$ cat src/rtl/sipo_pkg.sv
// Shared types and helpers for the sipo_param deserialiser.
package sipo_pkg;

  typedef enum logic {
    SHIFT,
    FULL
  } state_e;

  localparam int unsigned WIDTH_DEFAULT = 8;
  localparam int unsigned CNT_W_DEFAULT = 16;

  // Bits needed to count 0..frame_bits inclusive.
  function automatic int unsigned cnt_w(int frame_bits);
    return $clog2(frame_bits + 1);
  endfunction

endpackage

$ cat src/rtl/sipo_shift_core.sv
// Shift register, bit counter and (with SIPO_PARITY_EN) parity accumulator for sipo_param.
// frame_done_o pulses combinationally on acceptance of the last bit of a frame.
module sipo_shift_core
  import sipo_pkg::*;
#(
  parameter int unsigned WIDTH     = WIDTH_DEFAULT,
`ifdef SIPO_PARITY_EN
  parameter bit          PARITY_ODD = 1'b1,
`endif
  parameter bit          MSB_FIRST = 1'b1
) (
  input  logic             clk_i,
  input  logic             rst_ni,
  input  logic             clr_i,
  input  logic             accept_i,
  input  logic             bit_i,
  output logic             frame_done_o,
`ifdef SIPO_PARITY_EN
  output logic             perr_d_o,
  output logic             perr_q_o,
`endif
  output logic [WIDTH-1:0] word_d_o,
  output logic [WIDTH-1:0] word_q_o
);

`ifdef SIPO_PARITY_EN
  localparam int unsigned FrameBits = WIDTH + 1;
`else
  localparam int unsigned FrameBits = WIDTH;
`endif
  localparam int unsigned BitCntW = cnt_w(FrameBits);

  logic [BitCntW-1:0] bit_cnt_q, bit_cnt_d;
  logic [WIDTH-1:0]   shift_q, shift_d;
  logic               last_bit;
  logic               data_bit;

  assign last_bit     = (bit_cnt_q == BitCntW'(FrameBits - 1));
  assign frame_done_o = accept_i && last_bit;
  assign word_d_o     = shift_d;
  assign word_q_o     = shift_q;

`ifdef SIPO_PARITY_EN
  // The trailing parity bit is checked, never shifted into the word.
  assign data_bit = accept_i && !last_bit;
`else
  assign data_bit = accept_i;
`endif

  always_comb begin
    bit_cnt_d = bit_cnt_q;
    shift_d   = shift_q;
    if (clr_i) begin
      bit_cnt_d = '0;
    end else if (accept_i) begin
      bit_cnt_d = last_bit ? '0 : bit_cnt_q + BitCntW'(1);
    end
    if (data_bit && !clr_i) begin
      if (MSB_FIRST) shift_d = {shift_q[WIDTH-2:0], bit_i};
      else           shift_d = {bit_i, shift_q[WIDTH-1:1]};
    end
  end

  always_ff @(posedge clk_i or negedge rst_ni) begin
    if (!rst_ni) begin
      bit_cnt_q <= '0;
      shift_q   <= '0;
    end else begin
      bit_cnt_q <= bit_cnt_d;
      shift_q   <= shift_d;
    end
  end

`ifdef SIPO_PARITY_EN
  logic par_q, par_d;
  logic perr_q, perr_d;
  logic par_total;

  assign par_total = par_q ^ bit_i;
  assign perr_d_o  = perr_d;
  assign perr_q_o  = perr_q;

  always_comb begin
    par_d  = par_q;
    perr_d = perr_q;
    if (clr_i) begin
      par_d = 1'b0;
    end else if (accept_i) begin
      if (last_bit) begin
        par_d  = 1'b0;
        // Odd sense expects an odd total count of ones including the parity bit.
        perr_d = par_total ^ PARITY_ODD;
      end else begin
        par_d = par_total;
      end
    end
  end

  always_ff @(posedge clk_i or negedge rst_ni) begin
    if (!rst_ni) begin
      par_q  <= 1'b0;
      perr_q <= 1'b0;
    end else begin
      par_q  <= par_d;
      perr_q <= perr_d;
    end
  end
`endif

endmodule

$ cat src/rtl/sipo_param.sv
// Parametrised double-buffered serial-in/parallel-out deserialiser with valid/ready on both sides.
// Define SIPO_PARITY_EN to append a parity bit to each frame and expose p_perr_o.
module sipo_param
  import sipo_pkg::*;
#(
  parameter int unsigned WIDTH      = WIDTH_DEFAULT,
  parameter bit          MSB_FIRST  = 1'b1,
`ifdef SIPO_PARITY_EN
  parameter bit          PARITY_ODD = 1'b1,
`endif
  parameter int unsigned CNT_W      = CNT_W_DEFAULT
) (
  input  logic             clk_i,
  input  logic             rst_ni,
  input  logic             clr_i,
  input  logic             s_valid_i,
  input  logic             s_data_i,
  output logic             s_ready_o,
  output logic             p_valid_o,
  output logic [WIDTH-1:0] p_data_o,
  input  logic             p_ready_i,
`ifdef SIPO_PARITY_EN
  output logic             p_perr_o,
`endif
  output logic [CNT_W-1:0] word_cnt_o
);

  state_e             state_q, state_d;
  logic               p_valid_q, p_valid_d;
  logic [WIDTH-1:0]   p_data_q, p_data_d;
  logic [CNT_W-1:0]   word_cnt_q, word_cnt_d;
  logic               in_shift;
  logic               clr_eff;
  logic               accept;
  logic               deliver;
  logic               frame_done;
  logic [WIDTH-1:0]   core_word_d, core_word_q;

  // s_ready depends on state only, so no combinational path from either handshake.
  assign in_shift = (state_q == SHIFT);
  assign clr_eff  = clr_i && in_shift;
  assign accept   = s_valid_i && in_shift && !clr_i;
  assign deliver  = p_valid_q && p_ready_i;

  assign s_ready_o  = in_shift;
  assign p_valid_o  = p_valid_q;
  assign p_data_o   = p_data_q;
  assign word_cnt_o = word_cnt_q;

`ifdef SIPO_PARITY_EN
  logic core_perr_d, core_perr_q;
  logic p_perr_q, p_perr_d;
  assign p_perr_o = p_perr_q;
`endif

  sipo_shift_core #(
    .WIDTH      (WIDTH),
`ifdef SIPO_PARITY_EN
    .PARITY_ODD (PARITY_ODD),
`endif
    .MSB_FIRST  (MSB_FIRST)
  ) u_core (
    .clk_i        (clk_i),
    .rst_ni       (rst_ni),
    .clr_i        (clr_eff),
    .accept_i     (accept),
    .bit_i        (s_data_i),
    .frame_done_o (frame_done),
`ifdef SIPO_PARITY_EN
    .perr_d_o     (core_perr_d),
    .perr_q_o     (core_perr_q),
`endif
    .word_d_o     (core_word_d),
    .word_q_o     (core_word_q)
  );

  always_comb begin
    state_d    = state_q;
    p_valid_d  = p_valid_q;
    p_data_d   = p_data_q;
    word_cnt_d = deliver ? word_cnt_q + CNT_W'(1) : word_cnt_q;
`ifdef SIPO_PARITY_EN
    p_perr_d   = p_perr_q;
`endif
    if (deliver) p_valid_d = 1'b0;
    unique case (state_q)
      SHIFT: begin
        if (frame_done) begin
          if (!p_valid_q || p_ready_i) begin
            p_valid_d = 1'b1;
            p_data_d  = core_word_d;
`ifdef SIPO_PARITY_EN
            p_perr_d  = core_perr_d;
`endif
          end else begin
            state_d = FULL;
          end
        end
      end
      FULL: begin
        if (deliver) begin
          p_valid_d = 1'b1;
          p_data_d  = core_word_q;
`ifdef SIPO_PARITY_EN
          p_perr_d  = core_perr_q;
`endif
          state_d   = SHIFT;
        end
      end
      default: state_d = SHIFT;
    endcase
  end

  always_ff @(posedge clk_i or negedge rst_ni) begin
    if (!rst_ni) begin
      state_q    <= SHIFT;
      p_valid_q  <= 1'b0;
      p_data_q   <= '0;
      word_cnt_q <= '0;
    end else begin
      state_q    <= state_d;
      p_valid_q  <= p_valid_d;
      p_data_q   <= p_data_d;
      word_cnt_q <= word_cnt_d;
    end
  end

`ifdef SIPO_PARITY_EN
  always_ff @(posedge clk_i or negedge rst_ni) begin
    if (!rst_ni) p_perr_q <= 1'b0;
    else         p_perr_q <= p_perr_d;
  end
`endif

endmodule
$ cat config.mk
export PLATFORM = sky130hd
export DESIGN_NAME = sipo_param
export DESIGN_NICKNAME = d
export VERILOG_FILES = /design/src/rtl/sipo_pkg.sv /design/src/rtl/sipo_shift_core.sv /design/src/rtl/sipo_param.sv
export SDC_FILE = /design/constraint.sdc
export NUM_CORES = 1
export LEC_CHECK = 0
export BUFFER_PORTS_ARGS = -buffer_cell sky130_fd_sc_hd__buf_2
export CAP_MARGIN = 20
export CORE_UTILIZATION = 45
export CTS_BUF_LIST = sky130_fd_sc_hd__clkbuf_4
export DETAILED_ROUTE_END_ITERATION = 12
export MAX_ROUTING_LAYER = met4
export PLACE_DENSITY = 0.67
export SYNTH_ARGS = -nofsm -noshare
export SYNTH_HDL_FRONTEND = slang
export SYNTH_SLANG_ARGS = --single-unit
$ cat constraint.sdc
create_clock -name clk_i -period 1.7 [get_ports clk_i]
set_input_delay 0.085 -clock clk_i [delete_from_list [all_inputs] [get_ports clk_i]]
set_output_delay 0.085 -clock clk_i [all_outputs]
set_load 0.01 [all_outputs]
==> results.py, run 1 <==
metrics = {
    "timing": {
        "fin_crit_sh_pct": 94.6,
        "finalHoldViolCount": 0,
        "final-setup-viol-count": 0,
        "skew_ns": 0.0106,
        "max_freq_mhz": 622,
        "setup_ws_ns": 0.0911,
        "slew_headroom_pct": 69.2,
        "period_minus_slack_ns": 1.61,
        "worstMarginPinSlew_ns": 0.462,
        "finalSetupTns_ns": 0,
        "maxSlewViolCount": 0,
        "hold_ws_ns": 0.0531,
        "rsz0062_at_grt": "false",
    },
    "power_and_ir_drop": {
        "ir_worst_vdd_v": 0.000304,
        "leakage_uw": 0.00103,
        "p_per_area_nw_per_um2": 829,
    },
    "drt": {
        "dr.pass1.iters": 4,
        "drc": 0,
        "drt_iter0_markers": 39,
        "wl_per_cell_um": 13.0,
        "route.antenna.remaining_nets": 0,
        "via_count": 1070,
        "drt_wl_total_mm": 2.83,
        "vias_per_cell": 4.91,
    },
    "worst_setup_path": {
        "reg2reg_slack_ns": 0.09,
        "rr_endpoint": "p_data_o[1]$_DFFE_PN0P_",
        "r2r-start": "state_q$_DFF_PN0_",
        "cp.required_ns": 1.93,
        "reg2regPathDepth": 5,
        "endpoint_kind": "flip-flop",
        "endpoint": "p_data_o[1]$_DFFE_PN0P_",
        "worst-path-max-fanout": 8,
        "crit_path_start_kind": "flip-flop",
        "worstSetupPathType": "reg -> reg",
        "arrival_ns": 1.84,
        "timing.critical_path.from": "state_q$_DFF_PN0_",
    },
    "clocking": {
        "clockBufferDepth": 2,
        "htree_levels": 2,
        "root_buffer": "clkbuf_4",
        "cts_tree": "yes",
        "clkTransAtPathRegs_ns": 0.10,
        "numCtsBuffers": 5,
        "clkSinkCount": 38,
        "worst_skew_pair.late_latency_ns": 0.35,
    },
    "placement": {
        "gp_congestion": 0.734,
        "dp_hpwl_mm": 1.99,
        "port_buffers": 31,
        "dp_slack_ns": 0.0262,
    },
    "floorplanning": {
        "initial_core_util_pct": 49.1,
        "rows": 21,
        "fp.dieH_um": 63.5,
        "dieArea_um2": 4040,
        "core_um2": 3470,
        "io_pins": 32,
        "dieWidth_um": 63.5,
    },
    "synth": {
        "synth_cell_types": 25,
        "synth_top_area_share_pct": 55.8,
        "synth_top_cell_by_area": "dfrtp_1",
        "avgSynthCellArea_um2": 13.2,
        "ys_seq_elements": 38,
        "syn_nets": 137,
        "synth_area_leaders": "dfrtp_1, mux2_4, xnor2_1",
        "syn_area_um2": 1700,
        "netlist_instances": 129,
        "yosysSeqAreaShare_pct": 55.8,
        "synth_warnings": 0,
    },
    "final_layout": {
        "final-seq-area_um2": 951,
        "area_growth_syn_to_layout_pct": 18.3,
        "fill_cells": 300,
        "layout.nets": 180,
        "drive_gt1_share_pct": 39.5,
        "multi_input_area_um2": 717,
        "diodes": 0,
    },
    "min_path": {
        "holdCritPathClass": "in -> reg",
    },
    "job": {
        "drv_cap": 0,
    },
    "global_routing": {
        "grt_pass1_wl_mm": 4.82,
        "grt-ovfl-total": 0,
        "track_usage_pct": 16.4,
        "antenna_found_initial": 0,
        "grt_pass1_vias": 1021,
        "grt_max_degree": 39,
    },
    "outcome": {
        "status": "complete, no violations",
    },
}
==> how the worst min path moves through the flow <==
stage           start                              end  slack [ns]  cells past startpoint
3_3_place_gp   rst_ni          p_data_o[3]$_DFFE_PN0P_        0.16                      2
5_1_grt         clr_i  u_core.bit_cnt_q[0]$_DFFE_PN0P_        0.06                      2
6_report        clr_i  u_core.bit_cnt_q[1]$_DFFE_PN0P_        0.05                      2
4_1_cts         clr_i  u_core.bit_cnt_q[1]$_DFFE_PN0P_        0.04                      2
3_5_place_dp   rst_ni          p_data_o[3]$_DFFE_PN0P_        0.16                      2
2_1_floorplan  rst_ni          p_data_o[0]$_DFFE_PN0P_       -0.21                      0
==> synthesized netlist by cell type (all sizes together) <==
cell type and instances:
dfrtp 38, mux2 18, xnor2 12, nand2 11, o21ai 8, nor2 7
nand3 5, nand4 5, buf 3, nor2b 3, xor2 3, a21oi 2
and2b 2, and3 2, ha 2, inv 2, nor3 2, a2bb2oi 1
a41oi 1, and2 1, and4 1
==> cell type report <==
cell class                      count  area share (%)
Clock buffer                        5            1.86
Multi-Input combinational cell     86            35.6
Timing Repair Buffer               39            11.7
Sequential cell                    38            47.2
Clock inverter                      2           0.497
Tap cell                           46            2.86
Inverter                            2           0.372
==> stage by stage <==
stage,cells,util (%),total power [µW],cell area (µm²)
global route,218,58.1,1760,2020
finish,218,58.1,1670,2020
global placement,207,55.2,1240,1910
CTS,217,57.4,1690,1990
detailed placement,207,55.2,1250,1910
floorplan,129,-,1180,1700
==> layer usage <==
layer / GRT usage, % / vias up / share of wire [%]
met1: 21.3 / 510 / 50
li1: - / 529 / -
met5: - / - / 0
met2: 23.3 / 25 / 44
met4: 8.52 / 0 / 2.0
met3: 4.35 / 6 / 3.7
==> state kept, by name (all words and copies together), names as in the netlist <==
name and count:
p_valid_o 1, state_q 1, p_data_o 8, u_core.word_q_o 8, word_cnt_o 16, u_core.bit_cnt_q 4
==> cell families after synthesis <==
kind of cell               count (synthesis)  synth area share (%)
AOI/OAI and AO/OA                         12                  4.41
DFF                                       38                  55.8
and+or+nand+nor                           39                  12.8
adders and majority gates                  2                  1.47
buffers and inverters                      5                  2.42
muxes                                     18                  15.4
xor gates and xnor gates                  15                  7.71
==> critical path: stages (launching register included) <==
cell,delay [ns]
dfrtp_1,0.46
nor2b_4,0.15
nor2b_4,0.18
buf_12,0.14
mux2_4,0.30
mux2_4,0.26
==> placed cells by master (no fill, tap or decap), types with 2 or more instances in the layout <==
cell type	instances
mux2_4	16
nand4_1	5
a21oi_1	2
xor2_1	3
inv_1	2
dlygate4sd3_1	3
buf_4	4
clkinv_2	2
buf_2	31
nor2b_4	2
nand2_1	11
clkbuf_4	5
dfrtp_1	38
xnor2_1	12
o21ai_0	8
nand3_1	5
nor2_2	2
nor2_1	5
and2b_1	2
and3_1	2
mux2_2	2
==> repair_timing <==
| action | CTS | global route |
|---|---|---|
| buffers inserted | 0 | 1 |
| endpoints found under the setup margin | 0 | 9 |
| endpoints found under the hold margin | 40 | 0 |
| gates resized for setup | 0 | 2 |
| hold buffers | 3 | 0 |
==> power by group <==
part | total, µW | internal (µW) | switching (µW) | leakage [µW]
registers | 1020 | 982 | 43.0 | 0.000509
clock network | 432 | 149 | 284 | 0.0000308
logic | 213 | 133 | 80.4 | 0.000486
total | 1670 | 1260 | 407 | 0.00103
(Power assumes the default switching activity.)
==> inputs of run 2 (changes only) <==
BUFFER_PORTS_ARGS = not set   (was -buffer_cell sky130_fd_sc_hd__buf_2)
CORE_UTILIZATION = 35   (was 45)
DONT_BUFFER_PORTS = 1   (was not set)
PLACE_DENSITY = not set   (was 0.67)
SETUP_SLACK_MARGIN = 0.2   (was not set)
==> run 2 against run 1 <==
Compared with the run above: sequential share of layout area is 0.24 points higher; via count is 3.2% lower; cell count is 5.0% lower; first-iteration DRC count is 21% higher; wire length is 8.5% higher; global-route usage is 2.8 points lower; non-clock buffer count is 19 lower; die area is 28% higher.
==> results.py, run 2 (synthesized netlist as in run 1, its figures left out) <==
metrics = {
    "placement": {
        "dp_hpwl_mm": 2.05,
        "port_buffers": 0,
        "gp_congestion": 0.707,
    },
    "drt": {
        "route.antenna.remaining_nets": 0,
        "drc": 0,
        "drt_wl_total_mm": 3.07,
        "vias_per_cell": 5.00,
        "dr.pass1.iters": 4,
        "wl_per_cell_um": 14.8,
        "via_count": 1036,
        "drt_iter0_markers": 47,
    },
    "final_layout": {
        "layout_common_cells": "dfrtp_1, mux2_4, xnor2_1, buf_4, nand2_1",
        "largest_register_ffs": 16,
        "final_common_cell": "dfrtp_1",
        "layout.nets": 161,
        "area_growth_syn_to_layout_pct": 18.0,
        "diodes": 0,
        "drive_gt1_share_pct": 32.0,
    },
    "power_and_ir_drop": {
        "p_sw_share_pct": 22.7,
        "intPower_uw": 1340,
        "pwr-share-clk_pct": 26.1,
        "leakage_uw": 0.000948,
        "p_sw_uw": 394,
        "power_frac_comb_pct": 14.7,
        "ir_worst_vdd_v": 0.000389,
        "p_seq_share_pct": 59.2,
        "p_per_area_nw_per_um2": 862,
    },
    "worst_setup_path": {
        "arrival_ns": 1.79,
        "endpoint_kind": "flip-flop",
        "cpPeakStageDelay_ns": 0.45,
        "path_delay_family": "multiplexers",
        "cp.required_ns": 1.92,
        "worst-path-max-fanout": 7,
        "critical_path.cell_chain": "nor2b_4, nor2b_4, buf_12, mux2_4, mux2_4",
        "worstSetupPathType": "reg -> reg",
        "crit_path_start_kind": "flip-flop",
        "slowest_stage": "dfrtp_2",
        "crit_buf_inv": 1,
    },
    "global_routing": {
        "antenna_found_initial": 0,
        "grt.busiest_layer": "met2",
        "grt_pass1_vias": 1129,
        "grt-ovfl-total": 0,
        "grt_pass1_wl_mm": 5.24,
        "track_usage_pct": 13.6,
        "grt_util_met1_pct": 16.3,
        "met3_usage_pct": 4.64,
        "met2_usage_pct": 20.8,
        "grt_max_degree": 39,
    },
    "floorplanning": {
        "core_um2": 4690,
        "dieArea_um2": 5150,
        "fp.dieH_um": 71.8,
        "dieWidth_um": 71.8,
        "io_pins": 32,
        "initial_core_util_pct": 36.3,
        "rows": 25,
    },
    "job": {
        "drv_cap": 0,
    },
    "clocking": {
        "clkSinkCount": 38,
        "htree_levels": 2,
        "root_buffer": "clkbuf_4",
        "worst_skew_pair.late_latency_ns": 0.33,
        "cts_tree": "yes",
        "clockBufferDepth": 2,
        "numCtsBuffers": 5,
        "clkTransAtPathRegs_ns": 0.10,
    },
    "timing": {
        "fin_crit_sh_pct": 92.1,
        "slew_headroom_pct": 78.8,
        "final-setup-viol-count": 0,
        "finalHoldViolCount": 0,
        "rsz0062_at_grt": "true",
        "maxSlewViolCount": 0,
        "worstMarginPinSlew_ns": 0.316,
        "finalSetupTns_ns": 0,
        "max_freq_mhz": 639,
        "skew_ns": 0.00388,
        "hold_ws_ns": 0.0215,
        "period_minus_slack_ns": 1.57,
    },
    "min_path": {
        "holdCritPathClass": "in -> reg",
    },
    "outcome": {
        "status": "complete, no violations",
    },
}
-- run 2: changes by cell type in the layout (fill, tap and decap cells not counted), moves of 2 or more --
cell,before,now
dfrtp_2,0,2
clkinv_2,2,0
buf_4,4,12
dfrtp_1,38,36
buf_2,31,0
clkbuf_4,5,7
dlygate4sd3_1,3,5
-- run 2: area by class of cell --
cell class / count / area, µm²
Multi-Input combinational cell: 86 / 738
Clock buffer: 7 / 52.6
Fill cell: 449 / 2680
Timing Repair Buffer: 20 / 191
Inverter: 2 / 7.51
Sequential cell: 38 / 953
Tap cell: 54 / 67.6
-- run 2: worst reg2reg max path, cell delays in order (launching register included) --
cell	delay [ns]
dfrtp_2	0.45
nor2b_4	0.14
nor2b_4	0.18
buf_12	0.14
mux2_4	0.30
mux2_4	0.25
-- run 2: worst paths after layout --
path / startpoint / endpoint / slack (ns) / depth (start not counted)
min reg2reg: u_core.word_q_o[7]$_DFF_PN0_ / u_core.word_q_o[7]$_DFF_PN0_ / 0.51 / 1
min: clr_i / u_core.bit_cnt_q[2]$_DFFE_PN0P_ / 0.02 / 3
max: state_q$_DFF_PN0_ / p_data_o[7]$_DFFE_PN0P_ / 0.13 / 5
max reg2reg: state_q$_DFF_PN0_ / p_data_o[7]$_DFFE_PN0P_ / 0.13 / 5
min in group asynchronous: rst_ni / u_core.word_q_o[7]$_DFF_PN0_ / 0.21 / 2
max in group asynchronous: rst_ni / word_cnt_o[2]$_DFFE_PN0P_ / 1.28 / 2
-- run 2: layer usage --
| metal | share of wire (%) | vias up |
|---|---|---|
| met5 | 0 | - |
| met4 | 1.4 | 0 |
| met3 | 5.7 | 6 |
| met2 | 49 | 34 |
| met1 | 44 | 506 |
| li1 | - | 490 |
-- run 2: timing repair --
action,CTS,global route
hold buffers,6,0
setup buffers,6,2
hold endpoints to repair,45,0
setup endpoints to repair,8,16
resized for setup,1,7
-- run 2: through the flow --
stage | worst slack [ns] | area (µm²) | total power, µW | cells | utilization, %
2_1_floorplan | 0.151 | 1700 | 1180 | 129 | -
3_3_place_gp | 0.0688 | 1780 | 1210 | 186 | 38.0
3_5_place_dp | 0.0349 | 1780 | 1220 | 186 | 38.0
4_1_cts | 0.132 | 1970 | 1760 | 205 | 41.9
5_1_grt | 0.0591 | 2010 | 1830 | 207 | 42.9
6_report | 0.134 | 2010 | 1730 | 207 | 42.9
-- run 2: power by group through the flow --
stage | combinational [µW] | sequential, µW | clock [µW]
after global placement | 163 | 1040 | 0
after detailed placement | 173 | 1050 | 0
after floorplan | 155 | 1030 | 0
after global routing | 278 | 1040 | 516
after CTS | 253 | 1030 | 477
final | 254 | 1030 | 452
